`src/rtl/gam_seq_alu_if.sv`:
```
// gam_seq_alu_if: valid/ready operand and result bus for the GAM sequential ALU.
// master drives operands and out_ready; slave is the ALU.
interface gam_seq_alu_if #(
   parameter int WIDTH = 8
);
   logic                 in_valid;
   logic                 in_ready;
   logic [2:0]           op;
   logic [WIDTH-1:0]     a;
   logic [WIDTH-1:0]     b;
   logic                 out_valid;
   logic                 out_ready;
   logic [2*WIDTH-1:0]   result;
   logic                 ovf;
   logic                 div_zero;
   logic                 op_err;
   modport master (
      output in_valid, op, a, b, out_ready,
      input  in_ready, out_valid, result, ovf, div_zero, op_err
   );
   modport slave (
      input  in_valid, op, a, b, out_ready,
      output in_ready, out_valid, result, ovf, div_zero, op_err
   );
endinterface

```
`src/rtl/gam_seq_alu.sv`:
```
// gam_seq_alu: sequential signed ALU; ADD/SUB/ABSDIFF/MUL in one cycle, DIV/SQRT one bit per cycle.
// Optional macro GAM_ALU_SAT_EN: ADD/SUB saturate instead of wrapping.
module gam_seq_alu #(
   parameter int WIDTH = 8
) (
   input logic          clk,
   input logic          rst,
   gam_seq_alu_if.slave bus
);
   localparam logic [1:0] IDLE = 2'd0;
   localparam logic [1:0] BUSY = 2'd1;
   localparam logic [1:0] DONE = 2'd2;
   localparam int CW = $clog2(WIDTH + 1);
   localparam logic [CW-1:0] DIV_N = CW'(WIDTH);
   localparam logic [CW-1:0] SQ_N = CW'(WIDTH / 2);

   logic [1:0]         state_q, state_d;
   logic [CW-1:0]      cnt_q, cnt_d;
   logic [WIDTH+1:0]   acc_q, acc_d;
   logic [WIDTH-1:0]   sh_q, sh_d, qr_q, qr_d, dvs_q, dvs_d;
   logic               neg_q, neg_d, sq_q, sq_d;
   logic               ovf_q, ovf_d, dz_q, dz_d, err_q, err_d;
   logic [2*WIDTH-1:0] res_q, res_d;

   logic [WIDTH:0]     sum_w, dif_w, abs_w, arith_w, qs_w;
   logic [WIDTH-1:0]   am_w, bm_w, as_w, qn_w;
   logic [2*WIDTH-1:0] mul_w;
   logic [WIDTH+1:0]   r_w, t_w;
   logic               ao_w, ge_w;

   assign sum_w   = {bus.a[WIDTH-1], bus.a} + {bus.b[WIDTH-1], bus.b};
   assign dif_w   = {bus.a[WIDTH-1], bus.a} - {bus.b[WIDTH-1], bus.b};
   assign abs_w   = dif_w[WIDTH] ? -dif_w : dif_w;
   assign arith_w = bus.op[0] ? dif_w : sum_w;
   assign ao_w    = arith_w[WIDTH] ^ arith_w[WIDTH-1];
`ifdef GAM_ALU_SAT_EN
   assign as_w = ao_w ? {arith_w[WIDTH], {(WIDTH-1){~arith_w[WIDTH]}}} : arith_w[WIDTH-1:0];
`else
   assign as_w = arith_w[WIDTH-1:0];
`endif
   assign mul_w = $signed({{WIDTH{bus.a[WIDTH-1]}}, bus.a}) * $signed({{WIDTH{bus.b[WIDTH-1]}}, bus.b});
   assign am_w  = bus.a[WIDTH-1] ? -bus.a : bus.a;
   assign bm_w  = bus.b[WIDTH-1] ? -bus.b : bus.b;

   // One restoring step: DIV brings in one dividend bit, SQRT two radicand bits against trial 4*root+1.
   assign r_w  = (sq_q ? acc_q << 2 : acc_q << 1)
               | {{WIDTH{1'b0}}, sq_q ? sh_q[WIDTH-1:WIDTH-2] : {1'b0, sh_q[WIDTH-1]}};
   assign t_w  = sq_q ? {qr_q, 2'b01} : {2'b00, dvs_q};
   assign ge_w = r_w >= t_w;
   assign qn_w = {qr_q[WIDTH-2:0], ge_w};
   assign qs_w = neg_q ? -{1'b0, qn_w} : {1'b0, qn_w};

   assign bus.in_ready  = (state_q == IDLE) && !rst;
   assign bus.out_valid = state_q == DONE;
   assign bus.result    = res_q;
   assign bus.ovf       = ovf_q;
   assign bus.div_zero  = dz_q;
   assign bus.op_err    = err_q;

   always_comb begin
      state_d = state_q;
      cnt_d   = cnt_q;
      acc_d   = acc_q;
      sh_d    = sh_q;
      qr_d    = qr_q;
      dvs_d   = dvs_q;
      neg_d   = neg_q;
      sq_d    = sq_q;
      res_d   = res_q;
      ovf_d   = ovf_q;
      dz_d    = dz_q;
      err_d   = err_q;
      if (state_q == IDLE && bus.in_valid) begin
         state_d = DONE;
         acc_d   = '0;
         qr_d    = '0;
         dvs_d   = bm_w;
         neg_d   = bus.a[WIDTH-1] ^ bus.b[WIDTH-1];
         sq_d    = bus.op[0];
         case (bus.op)
            3'd0, 3'd1: begin
               res_d = {{WIDTH{as_w[WIDTH-1]}}, as_w};
               ovf_d = ao_w;
            end
            3'd2: res_d = {{(WIDTH-1){1'b0}}, abs_w};
            3'd3: res_d = mul_w;
            3'd4: begin
               dz_d    = bus.b == '0;
               state_d = bus.b == '0 ? DONE : BUSY;
               cnt_d   = DIV_N;
               sh_d    = am_w;
            end
            3'd5: begin
               err_d   = bus.a[WIDTH-1];
               state_d = bus.a[WIDTH-1] ? DONE : BUSY;
               cnt_d   = SQ_N;
               sh_d    = bus.a;
            end
            default: err_d = 1'b1;
         endcase
      end else if (state_q == BUSY) begin
         acc_d = ge_w ? r_w - t_w : r_w;
         sh_d  = sq_q ? sh_q << 2 : sh_q << 1;
         qr_d  = qn_w;
         cnt_d = cnt_q - 1'b1;
         if (cnt_q == CW'(1)) begin
            state_d = DONE;
            res_d   = sq_q ? {{WIDTH{1'b0}}, qn_w} : {{(WIDTH-1){qs_w[WIDTH]}}, qs_w};
         end
      end else if (state_q == DONE && bus.out_ready) begin
         state_d = IDLE;
         cnt_d   = '0;
         res_d   = '0;
         ovf_d   = 1'b0;
         dz_d    = 1'b0;
         err_d   = 1'b0;
      end
   end

   always_ff @(posedge clk) begin
      if (rst) begin
         state_q <= IDLE;
         cnt_q   <= '0;
         acc_q   <= '0;
         sh_q    <= '0;
         qr_q    <= '0;
         dvs_q   <= '0;
         neg_q   <= 1'b0;
         sq_q    <= 1'b0;
         res_q   <= '0;
         ovf_q   <= 1'b0;
         dz_q    <= 1'b0;
         err_q   <= 1'b0;
      end else begin
         state_q <= state_d;
         cnt_q   <= cnt_d;
         acc_q   <= acc_d;
         sh_q    <= sh_d;
         qr_q    <= qr_d;
         dvs_q   <= dvs_d;
         neg_q   <= neg_d;
         sq_q    <= sq_d;
         res_q   <= res_d;
         ovf_q   <= ovf_d;
         dz_q    <= dz_d;
         err_q   <= err_d;
      end
   end
endmodule

```
`src/flat_wrapper.sv`:
```
// flat-port wrapper written by rule: the top's interface ports become plain ports
module gam_seq_alu_flat 
#(
   parameter int WIDTH = 8
)
  (clk, rst, bus_in_valid, bus_op, bus_a, bus_b, bus_out_ready, bus_in_ready, bus_out_valid, bus_result, bus_ovf, bus_div_zero, bus_op_err);
  gam_seq_alu_if #(.WIDTH(WIDTH)) bus_i ();
  input logic clk;
  input logic rst;
  input wire logic [$bits(bus_i.in_valid)-1:0] bus_in_valid;
  input wire logic [$bits(bus_i.op)-1:0] bus_op;
  input wire logic [$bits(bus_i.a)-1:0] bus_a;
  input wire logic [$bits(bus_i.b)-1:0] bus_b;
  input wire logic [$bits(bus_i.out_ready)-1:0] bus_out_ready;
  output wire logic [$bits(bus_i.in_ready)-1:0] bus_in_ready;
  output wire logic [$bits(bus_i.out_valid)-1:0] bus_out_valid;
  output wire logic [$bits(bus_i.result)-1:0] bus_result;
  output wire logic [$bits(bus_i.ovf)-1:0] bus_ovf;
  output wire logic [$bits(bus_i.div_zero)-1:0] bus_div_zero;
  output wire logic [$bits(bus_i.op_err)-1:0] bus_op_err;
  assign bus_i.in_valid = bus_in_valid;
  assign bus_i.op = bus_op;
  assign bus_i.a = bus_a;
  assign bus_i.b = bus_b;
  assign bus_i.out_ready = bus_out_ready;
  assign bus_in_ready = bus_i.in_ready;
  assign bus_out_valid = bus_i.out_valid;
  assign bus_result = bus_i.result;
  assign bus_ovf = bus_i.ovf;
  assign bus_div_zero = bus_i.div_zero;
  assign bus_op_err = bus_i.op_err;
  gam_seq_alu #(.WIDTH(WIDTH)) u_core (.clk(clk), .rst(rst), .bus(bus_i));
endmodule
```
`config.mk`:
```
export PLATFORM = sky130hd
export DESIGN_NAME = gam_seq_alu_flat
export DESIGN_NICKNAME = d
export VERILOG_FILES = /design/src/rtl/gam_seq_alu_if.sv /design/src/rtl/gam_seq_alu.sv /design/src/flat_wrapper.sv
export SDC_FILE = /design/constraint.sdc
export NUM_CORES = 1
export LEC_CHECK = 0
export CORE_ASPECT_RATIO = 1.1
export CORE_MARGIN = 2
export CORE_UTILIZATION = 40
export CTS_CLUSTER_DIAMETER = 200
export DETAILED_ROUTE_END_ITERATION = 8
export GPL_ROUTABILITY_DRIVEN = 0
export GPL_TIMING_DRIVEN = 0
export HOLD_SLACK_MARGIN = 0.06
export SLEW_MARGIN = 20
export SYNTH_ARGS = -nofsm -noshare
export SYNTH_HDL_FRONTEND = slang
export SYNTH_SLANG_ARGS = --single-unit
export TNS_END_PERCENT = 5
```
`constraint.sdc`:
```
create_clock -name clk -period 4.8 [get_ports clk]
set_clock_uncertainty 0.1 [all_clocks]
set_input_delay 0.72 -clock clk [delete_from_list [all_inputs] [get_ports clk]]
set_output_delay 0.72 -clock clk [all_outputs]
set_load 0.005 [all_outputs]
```
==> metrics.md <==
| Metric | Value |
|---|---|
| WP data required | `4.97 ns` |
| Met3 track demand over resource | `3.08%` |
| Yosys warnings | `0` |
| Hold Startpoint | `u_core.dvs_q[0]` |
| IO Pins | `44` |
| Post-synth cell types | `a little under 70` |
| Post-synth EDFFs | `0` |
| Final min period | `around 4.7 ns` |
| Clock buffer depth | `2` |
| CTS tree | `built` |
| Initial antenna violation count | `1` |
| WS Path Type | `in2reg` |
| Syn nets | `1,050` |
| M2 GR Usage | `40.6%` |
| Layout Nets | `between 1,000 and 1,500` |
| Yosys top cell area share | `16.8%` |
| Post-Syn Area | `roughly 0.0072 sq mm` |
| Critical Path Sink Type | `flip-flop` |
| Worst r2r src | `u_core.sq_q` |
| Port Buffer Count | `42` |
| HP Class | `reg2reg` |
| Max frequency | `between 200 and 250 MHz` |
| Worst-skew pair later-pin latency | `0.34 ns` |
| Share of the core filled with cells | `roughly half` |
| Routing usage on met1 | `26.7%` |
| Slew headroom | `a little over half` |
| Share of post-route cells with drive strength above 1 | `13.9%` |
| Antenna Cells | `0` |
| Htree depth | `3` |
| Mapped Cells | `approximately 900` |
| Num CTS Buffers | `9` |
| Area growth, synth to finish | `20.0%` |
| Clk slew on worst S/H paths | `roughly 0.050 ns` |
| R2R Path End | `u_core.bus.result[6]` |
| Hold EP | `u_core.dvs_q[0]` |
| Grt ovf | `0` |
| Residual DRC count | `0` |
| Final wirelength | `between 20,000 and 25,000 um` |
| Synth Flop Type | `dfxtp_1` |
| Leak pwr | `between 3 and 4 nW` |
| Max cap viols | `0` |
| Vias in the first global route | `approximately 6,400` |
| Arr. time, crit path | `approximately 5 ns` |
| Least-Margin Pin Slew | `0.710 ns` |
| Crit path launch type | `input pin` |
| Routed Antenna Nets | `0` |
| Die width | `roughly 130 um` |
| First-pass GRT wire length | `33,300 um` |
| CTS root buffer | `clkbuf_16` |
| Synth async-reset ratio | `0%` |
| Max Slew Vio Count | `0` |
| Core box area | `0.0176 sq mm` |
| Final Power | `3.31 mW` |
| Number of synthesized register bits | `60` |
| Row count | `51` |
| Count of final setup violators | `0` |
| Die height | `around 140 um` |
| Layer with the highest usage | `met2` |
| Inst Count DP | `1,187` |
| Cells on worst reg2reg path | `16` |
| Clk sinks | `60` |
| Non-Filler Instances | `1,221` |
| Setup slack, reg-to-reg | `0.28 ns` |
| Wire per inst | `16.6 um` |
| Avg Cell Area, Syn | `7.88 sq um` |
| Register area share after synthesis | `16.8%` |
| Tot GR Track Use | `between 20% and 30%` |
| Detailed-route via count | `6,404` |
| RSZ-0062 raised after global routing | `true` |
| Synth area leaders | `dfxtp_1 17%, fa_1 16%, ha_1 11%` |
| PwrDens | `about 390 mW/mm^2` |
| Worst hold stages | `2` |
| DP HPWL | `16,100 um` |
| Crit Path Max Fanout | `9` |
| Peak supply drop | `0.000307 V` |
| Tcrit/Tclk final | `97.7%` |
| Cell taking the most area after synthesis | `dfxtp_1` |
| DRT Pass-1 Iters | `5` |
| Status | `completed` |
| Post-route setup TNS | `0 ns` |
| DRT iter0 DRCs | `377` |
| Vias per cell | `between 5 and 6` |
| Initial Utilization | `40.6%` |
| Die area | `0.0190 sq mm` |
| Largest net degree at the start of global routing | `15` |
| Final hold vios | `0` |
## worst max path at each step
stage | from | to | slack (ns) | depth (start not counted)
floorplan | bus_a[3] | u_core.bus.result[14] | 0.002 | 19
CTS | bus_b[5] | u_core.bus.result[15] | 0.001 | 16
finish | bus_b[0] | u_core.bus.result[14] | 0.11 | 20
detailed placement | bus_a[7] | u_core.bus.result[15] | -1.38 | 20
global route | bus_b[0] | u_core.bus.result[12] | -0.08 | 20
global placement | bus_a[7] | u_core.bus.result[15] | -1.36 | 20
## area by class of cell
type	count	area, sq um
fill	1795	9030
multi-input combinational	683	5530
sequential	60	1200
timing repair buffer	62	513
inverter	120	465
tap	238	298
buffer	42	264
clock buffer	12	256
clock inverter	4	47.5
## sequential cells by signal, summed over array words and instances, names as in the netlist, 2 cells and up
name	flops
u_core.cnt_q	4
u_core.state_q	2
u_core.qr_q	8
u_core.sh_q	8
u_core.acc_q	9
u_core.bus.result	16
u_core.dvs_q	8
## power by group
group	switching [mW]	total (mW)	internal, mW	leakage, nW
clock	0.238	0.667	0.428	0.149
sequential	0.0219	0.555	0.534	0.490
combinational	1.15	2.08	0.931	2.94
## cell usage in the layout (no fill, tap or decap), types with 19 or more instances in the layout
| master | instances |
|---|---|
| o21ai_0 | 39 |
| inv_1 | 105 |
| fa_1 | 57 |
| ha_1 | 52 |
| xnor2_1 | 35 |
| nand2_1 | 66 |
| a211oi_1 | 20 |
| and2_1 | 24 |
| nor3_1 | 21 |
| clkbuf_1 | 30 |
| nor2_1 | 98 |
| a21oi_1 | 72 |
| mux2i_1 | 19 |
| buf_4 | 24 |
| dfxtp_1 | 59 |
| clkdlybuf4s50_1 | 26 |
## metrics by stage
stage,hold slack [ns],worst slack [ns],cell area (sq um)
after floorplan,0.331,0.00172,7180
after global placement,0.341,-1.36,7900
after detailed placement,0.344,-1.38,7900
after CTS,0.351,0.00120,8500
after global routing,0.361,-0.0765,8580
final,0.350,0.110,8580
## Yosys cell counts, types with 9 or more instances
cell        n
inv_1     116
nor2_1    107
a21oi_1    75
nand2_1    67
ha_1       62
dfxtp_1    60
fa_1       58
o21ai_0    44
clkbuf_1   39
xnor2_1    35
and2_1     24
nor3_1     24
a211oi_1   20
mux2i_1    19
xor2_1     16
nand2b_1   10
mux2_2      9
nand3_1     9
## per-layer routing
metal	vias to the layer above	part of all wire, %
met5	-	0.064
met4	2	3.2
met3	39	3.1
met2	118	51
met1	3072	43
li1	3173	-
## worst max-delay path: stages
cell and delay (ns):
clkdlybuf4s15_2 0.29, inv_4 0.13, nor2_4 0.06, fa_1 0.50, inv_1 0.05, fa_1 0.49, inv_1 0.05, fa_1 0.54
inv_2 0.04, fa_1 0.52, inv_1 0.06, ha_4 0.29, inv_4 0.04, o21ai_4 0.17, a2111oi_4 0.09, nor3_2 0.28
a31oi_1 0.15, xnor2_1 0.15, nand2_1 0.07, a21oi_1 0.13
## what timing repair did
item | 4_1_cts | 5_1_grt
pin swaps | 8 | 17
buffers inserted | 15 | 5
resized for setup | 106 | 54
hold buffers | 0 | 0
setup endpoints to repair | 14 | 9
## cell families (layout without fill, tap and decap cells)
| logic type | count (synthesis) | count (layout) | synth area share, % |
|---|---|---|---|
| adders and majority gates | 120 | 120 | 27.1 |
| muxes | 31 | 31 | 5.02 |
| buffers and inverters | 164 | 240 | 8.71 |
| DFF | 60 | 60 | 16.8 |
| and+or+nand+nor | 279 | 279 | 18.3 |
| xor gates and xnor gates | 53 | 53 | 6.70 |
| AOI/OAI and AO/OA | 200 | 200 | 17.4 |
No activity file was read; power rests on OpenSTA's default activity.
